$ cat config.mk
export PLATFORM = sky130hd
export DESIGN_NAME = vga_sync_receiver
export DESIGN_NICKNAME = d
export VERILOG_FILES = /design/src/rtl/vga_sync_receiver.sv
export SDC_FILE = /design/constraint.sdc
export NUM_CORES = 1
export LEC_CHECK = 0
export ABC_AREA = 1
export CAP_MARGIN = 40
export CORE_UTILIZATION = 30
export CTS_BUF_LIST = sky130_fd_sc_hd__clkbuf_2 sky130_fd_sc_hd__clkbuf_4 sky130_fd_sc_hd__clkbuf_8
export DETAILED_ROUTE_END_ITERATION = 7
export GPL_TIMING_DRIVEN = 0
export HOLD_SLACK_MARGIN = 0.08
export PLACE_DENSITY = 0.57
export SETUP_SLACK_MARGIN = 0.1
export SKIP_CTS_REPAIR_TIMING = 1
export SYNTH_ARGS = -nofsm -noshare
export SYNTH_HDL_FRONTEND = slang
export SYNTH_SLANG_ARGS = --single-unit
$ cat constraint.sdc
create_clock -name clk_pix -period 3.75 [get_ports clk_pix]
set_input_delay 0.75 -clock clk_pix [delete_from_list [all_inputs] [get_ports clk_pix]]
set_output_delay 0.75 -clock clk_pix [all_outputs]
set_load 0.01 [all_outputs]
$ cat src/rtl/vga_sync_receiver.sv
// vga_sync_receiver
//
// Receive-side counterpart of the 480p60 VGA output stage. It sits after the
// pin registers in the clk_pix domain. It locks to the incoming hsync/vsync
// timing, recovers the x/y coordinate of every sample and checks the sync
// edges against the raster parameters. It also flags colour that is driven
// during blanking.
//
// Ports:
//   clk_pix                 pixel clock
//   resetn                  synchronous active-low reset
//   vga_r/vga_g/vga_b       sampled 4-bit colour
//   vga_hsync/vga_vsync     sampled sync levels (asserted level = SYNC_POL)
//   x, y                    recovered coordinate of the output pixel
//   active                  output pixel is visible and the receiver is not searching
//   r, g, b                 captured colour, forced to 0 when active=0
//   frame_start             one-cycle pulse at x=0, y=0 while locked
//   locked                  sync timing verified for a whole frame
//   h_err, v_err, blank_err one-cycle error pulses
//   err_count               saturating count of cycles with h_err or v_err
//
// Latency: the sample taken at cycle n is reported at cycle n+1, together
// with its coordinate, its error pulses and the resulting state.

module vga_sync_receiver #(
  parameter int unsigned H_ACTIVE = 640,
  parameter int unsigned H_FP     = 16,
  parameter int unsigned H_SYNC   = 96,
  parameter int unsigned H_BP     = 48,
  parameter int unsigned V_ACTIVE = 480,
  parameter int unsigned V_FP     = 10,
  parameter int unsigned V_SYNC   = 2,
  parameter int unsigned V_BP     = 33,
  parameter bit          SYNC_POL = 1'b0
) (
  input  logic        clk_pix,
  input  logic        resetn,
  input  logic [3:0]  vga_r,
  input  logic [3:0]  vga_g,
  input  logic [3:0]  vga_b,
  input  logic        vga_hsync,
  input  logic        vga_vsync,
  output logic [9:0]  x,
  output logic [9:0]  y,
  output logic        active,
  output logic [3:0]  r,
  output logic [3:0]  g,
  output logic [3:0]  b,
  output logic        frame_start,
  output logic        locked,
  output logic        h_err,
  output logic        v_err,
  output logic        blank_err,
  output logic [15:0] err_count
);

  localparam logic [9:0] H_ACT      = 10'(H_ACTIVE);
  localparam logic [9:0] H_TOTAL_M1 = 10'(H_ACTIVE + H_FP + H_SYNC + H_BP - 1);
  localparam logic [9:0] HS_START   = 10'(H_ACTIVE + H_FP);
  localparam logic [9:0] HS_END     = 10'(H_ACTIVE + H_FP + H_SYNC);
  localparam logic [9:0] V_ACT      = 10'(V_ACTIVE);
  localparam logic [9:0] V_TOTAL_M1 = 10'(V_ACTIVE + V_FP + V_SYNC + V_BP - 1);
  localparam logic [9:0] VS_START   = 10'(V_ACTIVE + V_FP);
  localparam logic [9:0] VS_END     = 10'(V_ACTIVE + V_FP + V_SYNC);

  typedef enum logic [1:0] {
    ST_SEARCH,
    ST_ACQUIRE,
    ST_LOCKED
  } state_e;

  state_e      state_q, state_d;
  logic [9:0]  hcnt_q, hcnt_d;
  logic [9:0]  vcnt_q, vcnt_d;
  logic        hs_prev_q, hs_prev_d;
  logic        vs_prev_q, vs_prev_d;
  logic [9:0]  x_q, x_d;
  logic [9:0]  y_q, y_d;
  logic        active_q, active_d;
  logic [3:0]  r_q, r_d;
  logic [3:0]  g_q, g_d;
  logic [3:0]  b_q, b_d;
  logic        frame_start_q, frame_start_d;
  logic        h_err_q, h_err_d;
  logic        v_err_q, v_err_d;
  logic        blank_err_q, blank_err_d;
  logic [15:0] err_count_q, err_count_d;

  logic [9:0]  h_pred;
  logic [9:0]  v_pred;
  logic        hs_assert, hs_deassert;
  logic        vs_assert, vs_deassert;
  logic        checking;
  logic        visible;
  logic        any_err;

  // Prediction, edge checks, resync, state machine and output staging.
  always_comb begin
    h_pred        = (hcnt_q == H_TOTAL_M1) ? 10'd0 : hcnt_q + 10'd1;
    v_pred        = vcnt_q;
    if (h_pred == 10'd0) begin
      v_pred = (vcnt_q == V_TOTAL_M1) ? 10'd0 : vcnt_q + 10'd1;
    end

    hs_assert     = (vga_hsync != hs_prev_q) && (vga_hsync == SYNC_POL);
    hs_deassert   = (vga_hsync != hs_prev_q) && (vga_hsync != SYNC_POL);
    vs_assert     = (vga_vsync != vs_prev_q) && (vga_vsync == SYNC_POL);
    vs_deassert   = (vga_vsync != vs_prev_q) && (vga_vsync != SYNC_POL);

    // Timing is only judged once a vsync assert has aligned the counters.
    checking      = (state_q != ST_SEARCH);

    h_err_d       = checking &&
                    ((hs_assert   && (h_pred != HS_START)) ||
                     (hs_deassert && (h_pred != HS_END)));
    v_err_d       = checking &&
                    ((vs_assert   && !((h_pred == 10'd0) && (v_pred == VS_START))) ||
                     (vs_deassert && !((h_pred == 10'd0) && (v_pred == VS_END))));
    any_err       = h_err_d || v_err_d;

    // Sync edges realign the counters in every state; vsync wins if both fire.
    hcnt_d        = h_pred;
    vcnt_d        = v_pred;
    if (hs_assert) begin
      hcnt_d = HS_START;
    end
    if (vs_assert) begin
      hcnt_d = 10'd0;
      vcnt_d = VS_START;
    end

    state_d       = state_q;
    case (state_q)
      ST_SEARCH: begin
        if (vs_assert) state_d = ST_ACQUIRE;
      end
      ST_ACQUIRE: begin
        if (any_err)        state_d = ST_SEARCH;
        else if (vs_assert) state_d = ST_LOCKED;
      end
      ST_LOCKED: begin
        if (any_err) state_d = ST_SEARCH;
      end
      default: state_d = ST_SEARCH;
    endcase

    visible       = (hcnt_d < H_ACT) && (vcnt_d < V_ACT);
    active_d      = visible && (state_d != ST_SEARCH);
    x_d           = hcnt_d;
    y_d           = vcnt_d;
    r_d           = active_d ? vga_r : 4'd0;
    g_d           = active_d ? vga_g : 4'd0;
    b_d           = active_d ? vga_b : 4'd0;
    frame_start_d = (hcnt_d == 10'd0) && (vcnt_d == 10'd0) && (state_d == ST_LOCKED);
    blank_err_d   = checking && !visible && ((vga_r | vga_g | vga_b) != 4'd0);

    // A cycle with both h_err and v_err still counts as a single event.
    err_count_d   = err_count_q;
    if (any_err && (err_count_q != 16'hFFFF)) begin
      err_count_d = err_count_q + 16'd1;
    end

    hs_prev_d     = vga_hsync;
    vs_prev_d     = vga_vsync;
  end

  // Sync history resets to the asserted level so a sync held through reset
  // is not mistaken for a fresh assert edge.
  always_ff @(posedge clk_pix) begin
    if (!resetn) begin
      state_q       <= ST_SEARCH;
      hcnt_q        <= '0;
      vcnt_q        <= '0;
      hs_prev_q     <= SYNC_POL;
      vs_prev_q     <= SYNC_POL;
      x_q           <= '0;
      y_q           <= '0;
      active_q      <= 1'b0;
      r_q           <= '0;
      g_q           <= '0;
      b_q           <= '0;
      frame_start_q <= 1'b0;
      h_err_q       <= 1'b0;
      v_err_q       <= 1'b0;
      blank_err_q   <= 1'b0;
      err_count_q   <= '0;
    end else begin
      state_q       <= state_d;
      hcnt_q        <= hcnt_d;
      vcnt_q        <= vcnt_d;
      hs_prev_q     <= hs_prev_d;
      vs_prev_q     <= vs_prev_d;
      x_q           <= x_d;
      y_q           <= y_d;
      active_q      <= active_d;
      r_q           <= r_d;
      g_q           <= g_d;
      b_q           <= b_d;
      frame_start_q <= frame_start_d;
      h_err_q       <= h_err_d;
      v_err_q       <= v_err_d;
      blank_err_q   <= blank_err_d;
      err_count_q   <= err_count_d;
    end
  end

  assign x           = x_q;
  assign y           = y_q;
  assign active      = active_q;
  assign r           = r_q;
  assign g           = g_q;
  assign b           = b_q;
  assign frame_start = frame_start_q;
  assign locked      = (state_q == ST_LOCKED);
  assign h_err       = h_err_q;
  assign v_err       = v_err_q;
  assign blank_err   = blank_err_q;
  assign err_count   = err_count_q;

endmodule
==> results of run 1 <==
[synthesized netlist by cell type]
cell | n | share of area, %
clkinv_1 | 2 | 0.23
buf_4 | 1 | 0.23
nand2_2 | 15 | 2.9
nor3_4 | 1 | 0.51
nor4_1 | 5 | 0.98
a32o_1 | 1 | 0.31
buf_8 | 1 | 0.47
nand2_1 | 93 | 11
nand3_4 | 1 | 0.55
a21oi_1 | 23 | 3.6
dfxtp_1 | 57 | 36
clkbuf_1 | 5 | 0.59
buf_6 | 1 | 0.35
ha_1 | 4 | 1.6
inv_2 | 2 | 0.23
xor2_1 | 12 | 3.3
nor2_1 | 55 | 6.4
nand3_1 | 30 | 4.7
o21ai_0 | 13 | 2.0
nand3_2 | 4 | 1.3
inv_1 | 75 | 8.8
a41oi_1 | 1 | 0.27
nand4_1 | 30 | 5.9
nor2_2 | 2 | 0.39
nor3_1 | 14 | 2.2
buf_2 | 2 | 0.31
and2_1 | 2 | 0.39
nand3b_1 | 2 | 0.47
xnor2_1 | 4 | 1.1
nor2_4 | 9 | 3.2
a31o_2 | 1 | 0.27
[cell families (layout without fill, tap and decap cells)]
kind of cell    after synthesis  after routing
compound gates               39             39
simple gates                263            263
xor+xnor                     16             16
fa+ha+maj                     4              4
buf+inv                      89            173
flops                        57             57
[stage by stage]
stage / setup slack (ns) / utilization [%]
after CTS: 0.667 / 41.0
after global routing: 0.296 / 41.0
after floorplan: 1.11 / -
after global placement: 0.729 / 39.3
after detailed placement: 0.708 / 39.3
final: 0.688 / 41.0
[layer usage]
layer  track usage, %  share of wire, %
met1             20.3                47
met2             26.3                47
met3             3.34               4.5
met4             6.64               1.6
met5                0                 0
[path summary, 6_finish.rpt]
path                                   from                         to  slack (ns)
setup reg to reg            x[0]$_SDFF_PN0_            g[0]$_SDFF_PN0_        0.69
hold reg to reg   err_count[9]$_SDFFE_PN0P_  err_count[9]$_SDFFE_PN0P_        0.50
hold / removal    err_count[9]$_SDFFE_PN0P_  err_count[9]$_SDFFE_PN0P_        0.50
setup / recovery            x[0]$_SDFF_PN0_            g[0]$_SDFF_PN0_        0.69
[cells in the final DEF, fill, tap and decap left out, drive strengths merged, types with 2 or more instances in the layout]
master and instances:
a21oi 23, and2 2, buf 5, clkbuf 16, clkdlybuf4s50 68, clkinv 5, clkinvlp 2, dfxtp 57
ha 4, inv 77, nand2 108, nand3 35, nand3b 2, nand4 30, nor2 66, nor3 15
nor4 5, o21ai 13, xnor2 4, xor2 12
[state kept, by name, indices dropped and copies added (netlist names)]
signal	count
hs_prev_q	1
frame_start	1
blank_err	1
active	1
err_count	16
y	10
v_err	1
g	4
r	4
h_err	1
state_q	2
vs_prev_q	1
b	4
x	10
[worst reg2reg max path, stage by stage (launching register included)]
cell	delay (ns)
dfxtp_1	0.41
ha_1	0.21
nand2_2	0.10
nor2_1	0.18
xnor2_1	0.21
nand2_2	0.12
nor2_1	0.18
nand3_2	0.12
buf_6	0.16
nor2_1	0.15
nand3_1	0.09
nor2_1	0.15
nand3_1	0.11
nand2_2	0.11
nand3_4	0.12
nand2_1	0.10
nand2_2	0.08
nand2_2	0.07
nand2_2	0.08
buf_8	0.19
nor2_4	0.08
[area by class of cell]
class | count | share of cell area, %
Inverter | 79 | 7.00
Clock buffer | 11 | 3.58
Sequential cell | 57 | 27.0
Buffer | 10 | 1.48
Clock inverter | 5 | 0.709
Timing Repair Buffer | 68 | 16.1
Multi-Input combinational cell | 322 | 40.2
Tap cell | 136 | 4.02
[power by group]
group	internal, mW	switching [mW]	leakage, nW
Clock	0.272	0.267	0.0911
Sequential	0.623	0.0141	0.463
Combinational	0.0721	0.0944	1.22
==> metrics, run 1 <==
initial antenna violation count=0; mux cell area share after synthesis=0%; CP Depth=20; CTS Buf Count=9; fmax=327 MHz; die area=11,100 um2; I/O pin count=70; routed len/inst=12.2 um; DR vias/cell=4.65; critical path class=register to register; total inserted antenna cells=0; WP data arrival=3.35 ns; Compound-Gate Fraction of Synth Area=6.49%; die width=105 um; critical-path cell list=ha_1, nand2_2, nor2_1, xnor2_1, nand2_2, nor2_1, nand3_2, buf_6, nor2_1, nand3_1, nor2_1, nand3_1, nand2_2, nand3_4, nand2_1, nand2_2, nand2_2, nand2_2, buf_8, nor2_4; violation count after the first detailed-routing iteration=95; CP Data Required Time=4.04 ns; Yosys Warn Count=0; share of cells above drive strength 1=10.1%; final period utilization=81.6%; Post-Synth Simple-Gate Area=40.7%; Die H=105 um; XOR/XNOR Fraction of Synth Area=4.38%; Bufs and invs on worst path=2; Placed Cells=672; synthesized flop and latch total=57; startpoint types=register; most used cell, CP=nand2_2; Post-layout nets=567; area of the multi-input gates=1700 um2; Crit. End Element=register; Final Max Slew Viols=0; Mapped Cells=468; Max Cap Viol=0; pwr/cell area=317 nW/um2; GP Congestion=0.859; register area=1140 um2; port bufs=68; placed cell areas=4050 um2; total power=1.34 mW; GRT Util Overall=16.0%; Initial Utilization=31.0%; Mean Syn Cell Area=6.84 um2; CTS Root Cell=clkbuf_8; fin area=4230 um2; Worst path max stage delay=0.41 ns; Routed WL=8380 um; Worst R2R Path Depth=20; first-pass GRT wire length=14,300 um; slowest CP cell=dfxtp_1; Core ar.=10,300 um2; Mapped Nets=488; clock skew=0.00994 ns; RSZ-0062 raised after global routing=false; vias post-DR=3,199; post-route insts no fill=688; Crit Path Max Fanout=10; worst hold stages=2; setup TNS=0 ns; grt total ovfl=0; Area Overhead vs Synth=32.2%; final-report hold violation count=0; largest family of logic cells by synthesized area=simple AND/OR/NAND/NOR gates; count of cell types in the netlist=31; max_slew headroom=65.1%; final hold slack=0.497 ns; CTS Sinks=57; DP HPWL=6310 um; clock latency on the worst-skew pair=0.35 ns; Post-Synth Adder-Cell Area=1.56%; worst hold path type=register to register; CTS tree=built; Cell Area, Synth=3200 um2; sequential element share of the synthesized area=35.6%; slew at the pin closest to its max-slew limit=0.520 ns; Clock Tree Buf Depth=2; status=finished, final reports clean; peak supply drop=0.144 mV; Fillers=1,105; CP delay by family, top=simple AND/OR/NAND/NOR gates; largest net degree at the start of global routing=11; Reg clk slew, reported paths=0.07 ns; remaining antenna violation count=0; Pleak=1.77 nW; Finish-stage setup viols=0; DRT Pass-1 Iters=4; row cnt=37; crit path time final=3.06 ns; Residual DRC=0; vias in the first global route=3,106; H-tree depth=3
No activity file was read; power rests on OpenSTA's default activity.
==> run 2, diff against run 1 <==
--- a/config.mk
+++ b/config.mk
@@ -12,7 +12,7 @@
 export DETAILED_ROUTE_END_ITERATION = 7
 export GPL_TIMING_DRIVEN = 0
 export HOLD_SLACK_MARGIN = 0.08
-export PLACE_DENSITY = 0.57
+export PLACE_DENSITY = 0.59
 export SETUP_SLACK_MARGIN = 0.1
 export SKIP_CTS_REPAIR_TIMING = 1
 export SYNTH_ARGS = -nofsm -noshare
==> constraint.sdc (replaced) <==
create_clock -name clk_pix -period 2.8 [get_ports clk_pix]
set_input_delay 0.56 -clock clk_pix [delete_from_list [all_inputs] [get_ports clk_pix]]
set_output_delay 0.56 -clock clk_pix [all_outputs]
set_load 0.01 [all_outputs]
==> metrics, run 2 (synthesis results as in run 1) <==
status=finished with violations (was finished, final reports clean); failing checks=negative setup slack; Core ar.=10,300 um2 (unchanged); Internal=1.61 mW (was 0.967 mW); critical path class=register to register (unchanged); violation count after the first detailed-routing iteration=92 (was 95); GRT Util Overall=15.3% (was 16.0%); remaining antenna violation count=0 (unchanged); worst hold endpoint=err_count[14]$_SDFFE_PN0P_ (was err_count[9]$_SDFFE_PN0P_); Reg clk slew, reported paths=0.07 ns (about the same); worst hold stages=2 (unchanged); Largest register FFs=16 (unchanged); clock latency on the worst-skew pair=0.34 ns (was 0.35 ns); commonest non-fill, non-tap cells in the layout=nand2_1 (86), inv_1 (75), clkdlybuf4s50_1 (68) (was nand2_1 (93), inv_1 (75), clkdlybuf4s50_1 (68)); Routed WL=8760 um (was 8380 um); CP Data Required Time=3.09 ns (was 4.04 ns); DP HPWL=6260 um (was 6310 um); Worst R2R Path Depth=19 (was 20); Crit. End Element=register (unchanged); final-report hold violation count=0 (unchanged); CTS Sinks=57 (unchanged); crit path time final=2.80 ns (was 3.06 ns); pwr/cell area=447 nW/um2 (was 317 nW/um2); port bufs=68 (unchanged); clock skew=0.0106 ns (was 0.00994 ns); worst hold path type=register to register (unchanged); Residual DRC=0 (unchanged); Initial Utilization=31.0% (unchanged); Area Overhead vs Synth=48.4% (was 32.2%); Seq pwr share=40.3% (was 47.4%); startpoint types=register (unchanged); vias in the first global route=3,075 (was 3,106); vias post-DR=3,288 (was 3,199); Die H=105 um (unchanged); Max Cap Viol=0 (unchanged); R2R setup slack=-0.0009 ns (was 0.69 ns); H-tree depth=3 (unchanged); CTS Buf Count=9 (unchanged); fmax=357 MHz (was 327 MHz); RSZ-0062 raised after global routing=true (was false); slowest CP cell=dfxtp_4 (was dfxtp_1); peak supply drop=0.224 mV (was 0.144 mV); largest net degree at the start of global routing=11 (unchanged); final period utilization=100% (was 81.6%); total inserted antenna cells=0 (unchanged); critical-path cell list=ha_4, nand2_4, nor2_4, xnor2_4, nand2_4, nor3_4, nand3_1, nand2_2, nand2_1, nor2_2, nand3_2, nand2_4, nand3_4, nand2_4, nand2_4, nand2_4, nand2_8, clkbuf_16, nor2_4 (was ha_1, nand2_2, nor2_1, xnor2_1, nand2_2, nor2_1, nand3_2, buf_6, nor2_1, nand3_1, nor2_1, nand3_1, nand2_2, nand3_4, nand2_1, nand2_2, nand2_2, nand2_2, buf_8, nor2_4); Fillers=1,009 (was 1,105); slew at the pin closest to its max-slew limit=0.565 ns (was 0.520 ns); GP Congestion=0.862 (was 0.859); RR Endpoint=b[0]$_SDFF_PN0_ (was g[0]$_SDFF_PN0_); Worst path max stage delay=0.38 ns (was 0.41 ns); Post-layout nets=583 (was 567); Sw Pwr=0.512 mW (was 0.376 mW); most used cell, CP=nand2_4 (was nand2_2); Clock Tree Buf Depth=2 (unchanged); total power=2.12 mW (was 1.34 mW); most common cell after layout, fill and taps aside=nand2_1 (unchanged); die area=11,100 um2 (unchanged); WP data arrival=3.09 ns (was 3.35 ns); Crit Path Max Fanout=6 (was 10); Clock power frac=46.9% (was 40.2%); DRT Pass-1 Iters=5 (was 4); min-delay src=err_count[14]$_SDFFE_PN0P_ (was err_count[9]$_SDFFE_PN0P_); share of cells above drive strength 1=18.8% (was 10.1%); grt total ovfl=0 (unchanged); first-pass GRT wire length=13,700 um (was 14,300 um); RR Startpoint=x[0]$_SDFF_PN0_ (unchanged); die width=105 um (unchanged); Final WS setup=-0.000922 ns (was 0.688 ns); I/O pin count=70 (unchanged); switching share of power=24.1% (was 28.0%); Gate power share=12.8% (was 12.4%); Finish-stage setup viols=2 (was 0); routed len/inst=12.4 um (was 12.2 um); row cnt=37 (unchanged); max_slew headroom=62.0% (was 65.1%); Util after Layout=46.0% (was 41.0%); initial antenna violation count=0 (unchanged); DR vias/cell=4.67 (was 4.65); Pleak=1.96 nW (was 1.77 nW); Final Max Slew Viols=0 (unchanged); CTS tree=built (unchanged); CTS Root Cell=clkbuf_8 (unchanged)
[run 2: cell types whose count changed in the layout (fill, tap and decap cells not counted), moves of 4 or more]
cell,previous run,this run
o21ai_1,0,5
nor2_1,55,44
nand3_1,30,23
o21ai_0,13,8
nand2_2,15,11
buf_4,1,13
nor2_4,9,14
nand2_1,93,86
dfxtp_1,57,52
nand2_4,0,10
nand3_4,1,5
nor2_2,2,8
[run 2: critical path, delay by kind of cell (launching register included)]
kind | cells | cell delay, ns
xor+xnor | 1 | 0.16
buf+inv | 1 | 0.17
simple gates | 16 | 1.89
fa+ha+maj | 1 | 0.15
flops | 1 | 0.38
[run 2: how the worst max path moves through the flow]
| stage | start | end | slack [ns] |
|---|---|---|---|
| global route | x[0]$_SDFF_PN0_ | g[0]$_SDFF_PN0_ | -0.18 |
| finish | x[0]$_SDFF_PN0_ | b[0]$_SDFF_PN0_ | -0.0009 |
| CTS | x[1]$_SDFF_PN0_ | b[2]$_SDFF_PN0_ | -0.27 |
| floorplan | x[1]$_SDFF_PN0_ | r[2]$_SDFF_PN0_ | 0.16 |
| global placement | x[0]$_SDFF_PN0_ | b[0]$_SDFF_PN0_ | -0.27 |
| detailed placement | x[1]$_SDFF_PN0_ | g[0]$_SDFF_PN0_ | -0.26 |
[run 2: layout make-up]
cell class / count / area [um2] / area share [%]
clock buffers: 12 / 159 / 3.34
flip-flops and latches: 57 / 1150 / 24.3
inverters: 79 / 297 / 6.24
repair buffers: 83 / 827 / 17.4
well taps: 136 / 170 / 3.58
plain buffers: 10 / 77.6 / 1.63
clock inverters: 4 / 98.8 / 2.08
multi-input cells: 323 / 1970 / 41.4
[run 2: stage by stage]
stage	worst slack, ns	setup TNS, ns	hold slack (ns)	area, um2	std cells
final	-0.000922	-0.000923	0.494	4750	704
after global routing	-0.183	-3.29	0.524	4750	704
after CTS	-0.266	-4.82	0.492	4310	688
after detailed placement	-0.260	-4.73	0.482	4050	672
after global placement	-0.267	-5.09	0.485	4050	672
after floorplan	0.160	0	0.506	3200	468
[run 2: power groups by stage]
stage               Sequential [mW]  Combinational, mW  Clock, mW
detailed placement            0.873              0.223          0
CTS                           0.854              0.224       1.02
global placement              0.872              0.222          0
global route                  0.858              0.301       1.05
floorplan                     0.878              0.122          0
finish                        0.856              0.273      0.995
[run 2: routing by layer]
metal	global-route usage, %	part of all wire (%)	up-vias
li1	-	-	1698
met3	4.51	4.9	14
met5	0	0	-
met4	5.43	1.8	0
met2	25.4	49	83
met1	18.6	44	1493
